## config.mk

```make
export PLATFORM = sky130hd
export DESIGN_NAME = spi_frame_ctrl
export DESIGN_NICKNAME = d
export VERILOG_FILES = /design/src/rtl/spi_frame_ctrl.sv
export SDC_FILE = /design/constraint.sdc
export NUM_CORES = 1
export LEC_CHECK = 0
export CORE_UTILIZATION = 60
export CTS_BUF_LIST = sky130_fd_sc_hd__clkbuf_8
export CTS_CLUSTER_DIAMETER = 80
export CTS_CLUSTER_SIZE = 30
export DETAILED_ROUTE_END_ITERATION = 7
export DONT_BUFFER_PORTS = 1
export PLACE_DENSITY_LB_ADDON = 0.12
export RECOVER_POWER = 50
export SLEW_MARGIN = 10
export SYNTH_ARGS = -nofsm -noshare
export SYNTH_HDL_FRONTEND = slang
export SYNTH_SLANG_ARGS = --single-unit
```

## constraint.sdc

```tcl
create_clock -name clk_in -period 6.6 [get_ports clk_in]
set_input_delay 0.66 -clock clk_in [delete_from_list [all_inputs] [get_ports clk_in]]
set_output_delay 0.66 -clock clk_in [all_outputs]
set_load 0.005 [all_outputs]
```

## src/rtl/spi_frame_ctrl.sv

```systemverilog
// SPI frame controller: parses SYNC/CMD/LEN/payload/CHK frames
// delimited by chip select and buffers the payload for readback.
module spi_frame_ctrl #(
  parameter int         MAX_LEN   = 16,
  parameter logic [7:0] SYNC_BYTE = 8'hA5
) (
  input  logic                         clk_in,
  input  logic                         rst_in,
  input  logic                         sel_in,
  input  logic [7:0]                   byte_in,
  input  logic                         byte_valid_in,
  input  logic [$clog2(MAX_LEN)-1:0]   rd_addr_in,
  output logic [7:0]                   rd_data_out,
  output logic [7:0]                   cmd_out,
  output logic [$clog2(MAX_LEN+1)-1:0] len_out,
  output logic                         frame_valid_out,
  output logic                         frame_err_out,
  output logic [1:0]                   err_code_out,
  output logic                         busy_out
);

  localparam int AW = $clog2(MAX_LEN);
  localparam int LW = $clog2(MAX_LEN+1);

  localparam logic [1:0] E_TRUNC = 2'd0;
  localparam logic [1:0] E_SYNC  = 2'd1;
  localparam logic [1:0] E_LEN   = 2'd2;
  localparam logic [1:0] E_CHK   = 2'd3;

  typedef enum logic [2:0] {
    S_IDLE,
    S_CMD,
    S_LEN,
    S_PAYLOAD,
    S_CHK,
    S_DRAIN
  } state_t;

  state_t          state_q;
  state_t          state_d;
  logic            sel_prev;
  logic            armed_q;
  logic            armed_d;
  logic [LW-1:0]   idx_q;
  logic [LW-1:0]   len_tmp;
  logic [7:0]      cmd_tmp;
  logic [7:0]      csum_q;
  logic [7:0]      mem_q [MAX_LEN];

  logic            fall;
  logic            rise;
  logic            start;
  logic            in_frame;
  logic            len_bad;
  logic            len_zero;
  logic            chk_ok;
  logic            pay_last;
  logic            done_step;
  logic            abort;
  logic            trunc;

  logic            ev_valid;
  logic            ev_err;
  logic [1:0]      ev_code;

  assign fall  = sel_prev & ~sel_in;
  assign rise  = ~sel_prev & sel_in;
  assign start = byte_valid_in & (armed_q | fall);

  assign in_frame = (state_q == S_CMD)
                  | (state_q == S_LEN)
                  | (state_q == S_PAYLOAD)
                  | (state_q == S_CHK);

  assign len_bad  = int'({24'd0, byte_in}) > MAX_LEN;
  assign len_zero = byte_in == 8'd0;
  assign chk_ok   = byte_in == csum_q;
  assign pay_last = (idx_q + LW'(1)) == len_tmp;

  // A byte that ends the frame wins over a coincident rising edge.
  assign done_step = byte_valid_in
                   & (((state_q == S_LEN) & len_bad)
                      | (state_q == S_CHK));

  assign abort = fall & (state_q != S_IDLE);
  assign trunc = rise & in_frame & ~done_step;

  always_ff @(posedge clk_in) begin
    if (rst_in) begin
      state_q  <= S_IDLE;
      sel_prev <= 1'b1;
      armed_q  <= 1'b0;
    end else begin
      state_q  <= state_d;
      sel_prev <= sel_in;
      armed_q  <= armed_d;
    end
  end

  always_comb begin
    state_d = state_q;
    unique case (state_q)
      S_IDLE: begin
        if (start)
          state_d = (byte_in == SYNC_BYTE)
                  ? S_CMD : S_DRAIN;
      end
      S_CMD: begin
        if (byte_valid_in)
          state_d = S_LEN;
      end
      S_LEN: begin
        if (byte_valid_in) begin
          if (len_bad)
            state_d = S_DRAIN;
          else if (len_zero)
            state_d = S_CHK;
          else
            state_d = S_PAYLOAD;
        end
      end
      S_PAYLOAD: begin
        if (byte_valid_in && pay_last)
          state_d = S_CHK;
      end
      S_CHK: begin
        if (byte_valid_in)
          state_d = S_DRAIN;
      end
      S_DRAIN: begin
        if (sel_in)
          state_d = S_IDLE;
      end
      default: state_d = S_IDLE;
    endcase
    if (trunc || abort)
      state_d = S_IDLE;
    // Arming survives only in IDLE, until the window closes.
    armed_d = (state_d == S_IDLE)
            & (fall
               | (armed_q & ~rise
                  & (state_q == S_IDLE)));
  end

  always_comb begin
    ev_valid = 1'b0;
    ev_err   = 1'b0;
    ev_code  = E_TRUNC;
    if (!abort) begin
      if (trunc) begin
        ev_err  = 1'b1;
        ev_code = E_TRUNC;
      end else if (byte_valid_in) begin
        unique case (state_q)
          S_IDLE: begin
            if (start && byte_in != SYNC_BYTE) begin
              ev_err  = 1'b1;
              ev_code = E_SYNC;
            end
          end
          S_LEN: begin
            if (len_bad) begin
              ev_err  = 1'b1;
              ev_code = E_LEN;
            end
          end
          S_CHK: begin
            if (chk_ok) begin
              ev_valid = 1'b1;
            end else begin
              ev_err  = 1'b1;
              ev_code = E_CHK;
            end
          end
          default: ;
        endcase
      end
    end
    busy_out = state_q != S_IDLE;
  end

  always_ff @(posedge clk_in) begin
    if (rst_in) begin
      idx_q           <= '0;
      len_tmp         <= '0;
      cmd_tmp         <= 8'd0;
      csum_q          <= 8'd0;
      cmd_out         <= 8'd0;
      len_out         <= '0;
      frame_valid_out <= 1'b0;
      frame_err_out   <= 1'b0;
      err_code_out    <= E_TRUNC;
    end else begin
      frame_valid_out <= ev_valid;
      frame_err_out   <= ev_err;
      if (ev_err)
        err_code_out <= ev_code;
      if (ev_valid) begin
        cmd_out <= cmd_tmp;
        len_out <= len_tmp;
      end
      if (byte_valid_in) begin
        unique case (state_q)
          S_CMD: begin
            cmd_tmp <= byte_in;
            csum_q  <= byte_in;
            idx_q   <= '0;
          end
          S_LEN: begin
            csum_q <= csum_q + byte_in;
            if (!len_bad)
              len_tmp <= LW'(byte_in);
          end
          S_PAYLOAD: begin
            csum_q <= csum_q + byte_in;
            idx_q  <= idx_q + LW'(1);
          end
          default: ;
        endcase
      end
    end
  end

  always_ff @(posedge clk_in) begin
    if (byte_valid_in && state_q == S_PAYLOAD)
      mem_q[idx_q[AW-1:0]] <= byte_in;
  end

  always_ff @(posedge clk_in) begin
    if (rst_in)
      rd_data_out <= 8'd0;
    else
      rd_data_out <= mem_q[rd_addr_in];
  end

endmodule

```

==> reports/metrics.yaml <==
detailed_routing:
  via_per_inst: 6.09
  drt_iter0_drc: 347
  antenna_left: 0
  drt-total-wl_um: 15400
  vias: 4329
  wl_per_cell_um: 21.7
  drc_errors: 0
  firstDrtPassIters: 4
floorplan:
  fp.dieW_um: 115
  die_area_mm2: 0.0133
  core_mm2: 0.0126
  dieHeight_um: 115
  num_io_pins: 42
  initial_utilization_pct: 61.2
  rows: 41
global_routing:
  grt_pass1_wl_um: 23800
  grt_pass1_vias: 4221
  antenna_found_initial: 0
  grt_use_total_pct: 25.4
  grt_max_degree: 56
  overflow: 0
yosys:
  synth_common_cells: "edfxtp_1, dfxtp_1, nor2_1, mux4_2, nand2_1"
  synth.largest_area_cell: "edfxtp_1"
  synth_most_common_cell: "edfxtp_1"
  synth_ff_type: "edfxtp_1"
  ys_top_cells_by_area: "edfxtp_1, dfxtp_1, mux4_2"
  synthesis.nets: 561
  syn_area_mm2: 0.00770
  ys_ff_latch: 184
  synthArstFlopShare_pct: 0
  yosysSeqAreaShare_pct: 64.5
  yosysTopAreaCellShare_pct: 49.9
  synth_cells: 533
  synth_edf_count: 128
  avgSynthCellArea_um2: 14.4
  synth.distinct_cells: 54
  ys_warn_count: 0
placement:
  preCtsSetupSlack_ns: 3.58
  dp_hpwl_um: 10200
  io_buffers: 0
  gp_congestion: 0.842
clocking:
  cts.path.max_buffers: 2
  holdBufCountCts: 0
  htreeDepth: 4
  numCtsBuffers: 17
  cts_sinks: 184
  clkTransAtPathRegs_ns: 0.08
  root_buffer: "clkbuf_8"
  ctsResizeCount: 0
  clk_latency_ns: 0.46
  cts_tree: "yes"
  post-cts-setup-buffers: 0
timing:
  tns_ns: 0
  fin_skew_ns: 0.00519
  fmax_ghz: 0.351
  rsz0062_at_grt: "no"
  worstMarginPinSlew_ns: 1.14
  setup_viol: 0
  max_slew_margin_pct: 23.5
  fin_hold_ws_ns: 0.272
  drv_slew: 0
  hold_violations: 0
  min_period_ns: 2.85
  fin_crit_sh_pct: 43.2
  final.setup.worst_slack_ns: 3.75
job:
  cap_violations: 0
cells_and_area:
  drive_above_1_share_pct: 13.9
  fillers: 918
  final_util_pct: 65.3
  diodes: 0
  syn_to_final_growth_pct: 6.71
  final_nets: 554
pwr:
  p_seq_share_pct: 57.8
  totalPowerFinal_mw: 2.19
  powerDensity_mw_per_mm2: 267
  internal_power_mw: 1.73
  clkPwrFrac_pct: 36.4
  p_switching_mw: 0.455
  p_comb_share_pct: 5.9
  p_leak_nw: 2.66
  peakVddDrop_uv: 171
  sw_frac_of_total_pct: 20.8
run_status:
  status: "completed"
setup_path:
  crit_type: "flop to flop"
  startpoint_type: "flop"
  cp_data_required_time_ns: 6.68
  worstSetupStartpoint: "state_q[2]"
  path_max_fanout: 15
  endpoint_kind: "flop"
  r2r_slack_ns: 3.75
  cp.arrival_ns: 2.93
  rr_startpoint: "state_q[2]"
hold_path:
  hold_path.class: "primary input to flop"
  min_from: "rst_in"
## power by group through the flow
stage                     logic [mW]  registers (mW)  clock network, mW
after floorplan                0.130            1.28                  0
after global placement         0.125            1.29                  0
after detailed placement       0.129            1.29                  0
after CTS                      0.130            1.26              0.803
after global routing           0.142            1.27              0.847
final                          0.129            1.26              0.796
## cell usage in the layout (no fill, tap or decap), types with 13 or more instances in the layout
cell	count
o21ai_0	16
edfxtp_1	128
nor2b_1	13
inv_1	16
clkbuf_8	22
a21oi_1	24
nor3_1	13
dfxtp_1	56
nor2_1	53
mux4_2	40
nand2_1	37
mux2i_1	18
## flip-flops by register name (all words and copies together), names as in the netlist, 2 cells and up
| name | flops |
|---|---|
| err_code_out | 2 |
| len_tmp | 5 |
| mem_q | 128 |
| state_q | 3 |
| csum_q | 8 |
| cmd_tmp | 8 |
| idx_q | 5 |
| cmd_out | 8 |
| rd_data_out | 8 |
| len_out | 5 |
## kinds of logic (layout without fill, tap and decap cells)
kind of cell | count (synthesis) | in the layout | share of synthesized area [%]
buffers and inverters | 39 | 45 | 2.36
AOI/OAI and AO/OA | 76 | 76 | 6.28
xor gates and xnor gates | 10 | 10 | 1.14
adders and majority gates | 12 | 12 | 2.05
muxes | 60 | 60 | 14.3
and+or+nand+nor | 152 | 152 | 9.33
DFF | 184 | 184 | 64.5
## routing by layer
metal	up-vias	wire (um)	global-route usage, %
met5	-	0	0
met4	0	296	9.61
met3	20	741	5.43
met2	124	7940	42.3
met1	2177	6440	33.1
li1	2008	-	-
## worst paths after layout
kind	to	depth (start not counted)
min	csum_q[3]	1
min reg2reg	cmd_tmp[6]	2
max	mem_q[3][6]	5
max reg2reg	mem_q[3][6]	5
## through the flow
stage / cell area, um2 / instances
6_report: 8210 / 711
4_1_cts: 8210 / 711
5_1_grt: 8210 / 711
3_5_place_dp: 7780 / 679
3_3_place_gp: 7780 / 679
2_1_floorplan: 7700 / 533
## cell type report
| class | count | area [um2] | area share (%) |
|---|---|---|---|
| sequential | 184 | 4960 | 60.5 |
| multi-input combinational | 310 | 2550 | 31.0 |
| clock buffer | 22 | 303 | 3.69 |
| tap | 172 | 215 | 2.62 |
| clock inverter | 10 | 128 | 1.55 |
| inverter | 12 | 45.0 | 0.548 |
| timing repair buffer | 1 | 7.51 | 0.0914 |
## critical path, cell delays in order (launching register included)
cell and delay, ns:
dfxtp_1 0.45, nor2b_1 0.43, nand2_1 0.24, nor2_1 0.27
nand2_1 0.18, nor3_1 0.90
Power figures use the tool's default switching activity.
